`src/rtl/seg7_pkg.sv`:
```
// seg7_pkg: shared types and constants for the seven-segment scan controller.
package seg7_pkg;
    typedef enum logic {BLANK, DRIVE} state_t;
    localparam logic [3:0] ANODES_OFF  = 4'hF;
    localparam logic [7:0] CATHODE_OFF = 8'hFF;
    // Active-low g..a patterns for hex 0..F; dp is handled separately.
    localparam logic [6:0] SEG_LUT [16] = '{
        7'h40, 7'h79, 7'h24, 7'h30, 7'h19, 7'h12, 7'h02, 7'h78,
        7'h00, 7'h10, 7'h08, 7'h03, 7'h46, 7'h21, 7'h06, 7'h0E
    };
endpackage

```
`src/rtl/hex_to_seg7.sv`:
```
// hex_to_seg7: combinational hex nibble to active-low g..a segment decoder.
module hex_to_seg7
    import seg7_pkg::*;
(
    input  logic [3:0] nib,
    output logic [6:0] seg
);
    always_comb seg = SEG_LUT[nib];
endmodule

```
`src/rtl/seg7_scan_controller.sv`:
```
// seg7_scan_controller: multiplexes a buffered 16-bit hex word onto a 4-digit
// common-bus seven-segment display with per-slot blanking and frame-aligned updates.
module seg7_scan_controller
    import seg7_pkg::*;
#(
    parameter int REFRESH_DIV  = 100000,
    parameter int BLANK_CYCLES = 1000
) (
    input  logic        clk,
    input  logic        rst_n,
    input  logic        in_valid,
    output logic        in_ready,
    input  logic [15:0] in_value,
    input  logic [3:0]  in_dp,
    input  logic [3:0]  in_digit_en,
    input  logic        lz_blank,
    output logic [3:0]  anode,
    output logic [7:0]  cathode,
    output logic        frame_done
);
    localparam int CW = (REFRESH_DIV > 2) ? $clog2(REFRESH_DIV) : 1;

    state_t        state, state_nx;
    logic [CW-1:0] cnt;
    logic [1:0]    idx;
    logic          full, last, boundary, lit;
    logic [15:0]   pend_val, act_val;
    logic [3:0]    pend_dp, pend_en, act_dp, act_en, nib;
    logic          pend_lz, act_lz;
    logic [6:0]    seg;

    always_comb begin
        last     = cnt == CW'(REFRESH_DIV - 1);
        boundary = state == DRIVE && last && idx == 2'd3;
        state_nx = state;
        if (state == BLANK && cnt == CW'(BLANK_CYCLES - 1))
            state_nx = DRIVE;
        else if (state == DRIVE && last)
            state_nx = BLANK;
        nib = act_val[idx*4 +: 4];
        // Leading-zero blanking darkens digit i when nibbles i..3 are all zero.
        lit = state == DRIVE && act_en[idx] &&
              !(act_lz && idx != 2'd0 && (act_val >> {idx, 2'b00}) == 16'd0);
    end

    hex_to_seg7 u_dec (.nib(nib), .seg(seg));

    always_ff @(posedge clk or negedge rst_n) begin
        if (!rst_n) begin
            state    <= BLANK;
            cnt      <= '0;
            idx      <= '0;
            full     <= 1'b0;
            pend_val <= '0;
            pend_dp  <= '0;
            pend_en  <= '0;
            pend_lz  <= 1'b0;
            act_val  <= '0;
            act_dp   <= '0;
            act_en   <= '0;
            act_lz   <= 1'b0;
            anode    <= ANODES_OFF;
            cathode  <= CATHODE_OFF;
        end else begin
            state   <= state_nx;
            cnt     <= last ? '0 : cnt + 1'b1;
            idx     <= (state == DRIVE && last) ? idx + 2'd1 : idx;
            anode   <= lit ? ~(4'b0001 << idx) : ANODES_OFF;
            cathode <= lit ? {~act_dp[idx], seg} : CATHODE_OFF;
            if (boundary && full) begin
                act_val <= pend_val;
                act_dp  <= pend_dp;
                act_en  <= pend_en;
                act_lz  <= pend_lz;
                full    <= 1'b0;
            end else if (in_valid && !full) begin
                pend_val <= in_value;
                pend_dp  <= in_dp;
                pend_en  <= in_digit_en;
                pend_lz  <= lz_blank;
                full     <= 1'b1;
            end
        end
    end

    assign in_ready   = !full;
    assign frame_done = boundary;
endmodule

```
`config.mk`:
```
export PLATFORM = sky130hd
export DESIGN_NAME = seg7_scan_controller
export DESIGN_NICKNAME = d
export VERILOG_FILES = /design/src/rtl/seg7_pkg.sv /design/src/rtl/hex_to_seg7.sv /design/src/rtl/seg7_scan_controller.sv
export SDC_FILE = /design/constraint.sdc
export NUM_CORES = 1
export LEC_CHECK = 0
export CORE_MARGIN = 2
export CORE_UTILIZATION = 55
export CTS_BUF_LIST = sky130_fd_sc_hd__clkbuf_4 sky130_fd_sc_hd__clkbuf_8 sky130_fd_sc_hd__clkbuf_16
export CTS_CLUSTER_SIZE = 8
export DETAILED_ROUTE_END_ITERATION = 12
export DONT_BUFFER_PORTS = 1
export HOLD_SLACK_MARGIN = 0.12
export PLACE_DENSITY = 0.75
export SLEW_MARGIN = 10
export SYNTH_ARGS = -nofsm -noshare
export SYNTH_HDL_FRONTEND = slang
export SYNTH_SLANG_ARGS = --single-unit
```
`constraint.sdc`:
```
create_clock -name clk -period 6 [get_ports clk]
set_input_delay 1.8 -clock clk [delete_from_list [all_inputs] [get_ports clk]]
set_output_delay 1.8 -clock clk [all_outputs]
set_load 0.01 [all_outputs]
```
==> results by group <==
Clock tree
  • CTS tree: yes
  • CTS sink count: 83
  • Clock Tree Root: clkbuf_8
  • Clk_lat worst skew: approximately 0.36 ns
  • H-Tree Depth: 3
  • Worst-path clk slew: about 0.080 ns
  • Total CTS buffers: 9
  • Post-cts sizing count: 0
  • Max clock buf depth: 2
  • Post-CTS Hold Fix Bufs: 0
  • Setup Buffers After CTS: 0

Worst setup path
  • R2r setup slk: roughly 3.3 ns
  • Critical Path Stages: 3
  • CP arrival: 2.05 ns
  • Cell family with most CP delay: simple AND/OR/NAND/NOR gates
  • Worst reg-to-reg path cell count: 7
  • Worst Setup EP: frame_done
  • RR Endpoint: cathode[4]$_DFF_PN1_
  • Crit path max fanout: 6
  • Crit end category: output port
  • CP max-delay cell: nor4_1
  • Crit start category: register
  • Critical path class: register to output port
  • WP data required: 4.20 ns
  • Worst setup startpoint: cnt[9]$_DFF_PN0_
  • RR Startpoint: idx[0]$_DFFE_PN0N_
  • CP Cell Sequence: nand4_1 -> or4_1 -> nor4_1
  • Bufs and invs on worst path: 0
  • Max stage delay on crit path: approximately 0.60 ns

Synth
  • Cell Area, Synth: around 0.0038 mm2
  • Mapped Nets: about 320
  • Post-synthesis cell count: 280
  • Synth top area share: 0.473
  • Post-synthesis cell type count: 35
  • Warnings from Yosys: 0
  • Seq/Total Area, Yosys: 0.558
  • Register bit total from synthesis: a little over 80
  • Syn_area_per_cell: approximately 13 um2
  • Yosys top cell by area: dfrtp_1
  • Top cells by area, synth: dfrtp_1, mux2_2, dfstp_2, mux4_2, ha_1

Timing
  • Post-route setup slack: around 2.2 ns
  • Clock skew: about 0.014 ns
  • Post-route worst hold slack: around 0.48 ns
  • Worst-Margin Slew: 1.01 ns
  • Relative slew slack: 0.322
  • Final setup TNS: 0 ns
  • Period minus WS final: slightly below 4 ns
  • Unrepaired setup endpoints after global routing: false
  • Final Hold Viols: 0
  • Slew Viols, Final: 0
  • Tcrit/Tclk final: 0.641
  • Final setup fails: 0
  • Peak Freq: about 260 MHz

Global routing
  • Global-route wire length before repair: 10.7 mm
  • Largest net degree at the start of global routing: 84
  • Initial antenna violation count: 0
  • Vias in the first global route: about 2200
  • All-Layer GR Usage: 0.186
  • Grt total ovfl: 0

Final layout
  • Commonest non-fill, non-tap cell in the layout: dfrtp_1
  • Share of post-route cells with drive strength above 1: 0.330
  • Most frequent cells in the layout: dfrtp_1, mux2_2, nand3_1
  • Ant. Diodes: 0
  • Area grow syn2layout: 6.87%
  • Layout Cells excl Fill: 365
  • Final Net Count: ~320

Floorplanning
  • IO Pins: between 40 and 50
  • DIE WIDTH: 86.6 um
  • Initial Utilization: 0.562
  • Core ar.: between 0.006 and 0.007 mm2
  • Die Area: 0.00750 mm2
  • Die height: roughly 87 um
  • Row cnt: 30

Job
  • Maximum Capacitance Violations: 0

Routing
  • Initial DRC Count: between 100 and 150
  • Post-route DRC violation count: 0
  • Via count: between 2000 and 2500
  • DRT Pass-1 Iters: 4
  • Vias/cell: 5.85
  • Routed Antenna Nets: 0
  • WL per Instance: between 15 and 20 um
  • Total Routed Length: between 6 and 7 mm

Placement
  • RePlAce Congestion: roughly 0.88
  • Hpwl dp: ~4.2 mm
  • Placed Cells: about 350
  • Dpl ws: roughly 2.6 ns
  • Port Buf Inserts: 0

Power and ir drop
  • Final Power: roughly 1.0 mW
  • Power Density: about 260 mW/mm2
  • Max VDD drop: between 0.15 and 0.2 mV
  • Pleak: 1.74 nW

Outcome
  • Outcome: completed

Worst hold path
  • Worst hold-check path type: register to register
## kinds of logic after synthesis
family | Yosys count | synth area share
flops | 83 | 0.558
simple gates | 76 | 0.111
mux | 64 | 0.215
buf+inv | 19 | 0.0237
xor+xnor | 14 | 0.0327
compound gates | 13 | 0.0233
fa+ha+maj | 11 | 0.0367
## layout make-up
class                   instances  area [um2]
fillers                       506        2670
flip-flops and latches         83        2090
multi-input cells             178        1580
clock buffers                  14         168
well taps                      80         100
clock inverters                 2        37.5
inverters                       7        26.3
repair buffers                  1        7.51
## per-layer routing
layer | GRT usage | wire length, um
met2 | 0.259 | 2730
met5 | 0 | 0
met1 | 0.273 | 3020
met4 | 0.0696 | 105
met3 | 0.0629 | 379
## cells in the mapped netlist
| cell | count |
|---|---|
| nor2_1 | 13 |
| or3_2 | 1 |
| nor4_1 | 8 |
| a211o_1 | 1 |
| and3_1 | 1 |
| xnor2_1 | 8 |
| buf_6 | 2 |
| nor4b_1 | 1 |
| and2_1 | 1 |
| or4_1 | 2 |
| clkbuf_1 | 8 |
| nor4_4 | 1 |
| mux4_2 | 8 |
| nand3b_1 | 1 |
| a2bb2oi_1 | 1 |
| a21oi_1 | 3 |
| ha_1 | 11 |
| nor3_1 | 4 |
| nand4_1 | 6 |
| mux2_2 | 53 |
| xor2_1 | 6 |
| dfrtp_1 | 71 |
| buf_2 | 2 |
| a32oi_1 | 1 |
| mux2i_1 | 3 |
| dfstp_2 | 12 |
| o21ai_0 | 4 |
| and4_1 | 1 |
| and4_2 | 1 |
| nand3_1 | 14 |
| inv_1 | 7 |
| o2111ai_1 | 3 |
| nor2b_1 | 6 |
| or3_1 | 2 |
| nand2_1 | 13 |
## how the worst min path moves through the flow
stage	to	cells past startpoint	start	slack, ns
after global routing	cnt[0]$_DFF_PN0_	1	cnt[0]$_DFF_PN0_	0.51
after CTS	cnt[0]$_DFF_PN0_	1	cnt[0]$_DFF_PN0_	0.48
final	cnt[0]$_DFF_PN0_	1	cnt[0]$_DFF_PN0_	0.48
after detailed placement	cnt[0]$_DFF_PN0_	1	cnt[0]$_DFF_PN0_	0.47
after floorplan	cnt[0]$_DFF_PN0_	1	cnt[0]$_DFF_PN0_	0.43
after global placement	cnt[0]$_DFF_PN0_	1	cnt[0]$_DFF_PN0_	0.45
## report_power, final
| group | total (mW) | leakage, nW | internal (mW) | switching (mW) |
|---|---|---|---|---|
| sequential | 0.589 | 1.06 | 0.579 | 0.00977 |
| combinational | 0.0185 | 0.576 | 0.0143 | 0.00417 |
| clock | 0.417 | 0.105 | 0.223 | 0.194 |
## registers in the layout (all words and copies together) (netlist names)
register / flops
pend_en: 4
pend_lz: 1
cnt: 17
anode: 4
cathode: 8
act_lz: 1
pend_val: 16
act_val: 16
act_en: 4
state: 1
pend_dp: 4
full: 1
act_dp: 4
idx: 2
## metrics by stage
stage,cell area [um2],util
after floorplan,3750,-
after global placement,3800,0.569
after detailed placement,3800,0.569
after CTS,4010,0.599
after global routing,4010,0.600
final,4010,0.600
Power figures use the tool's default switching activity.
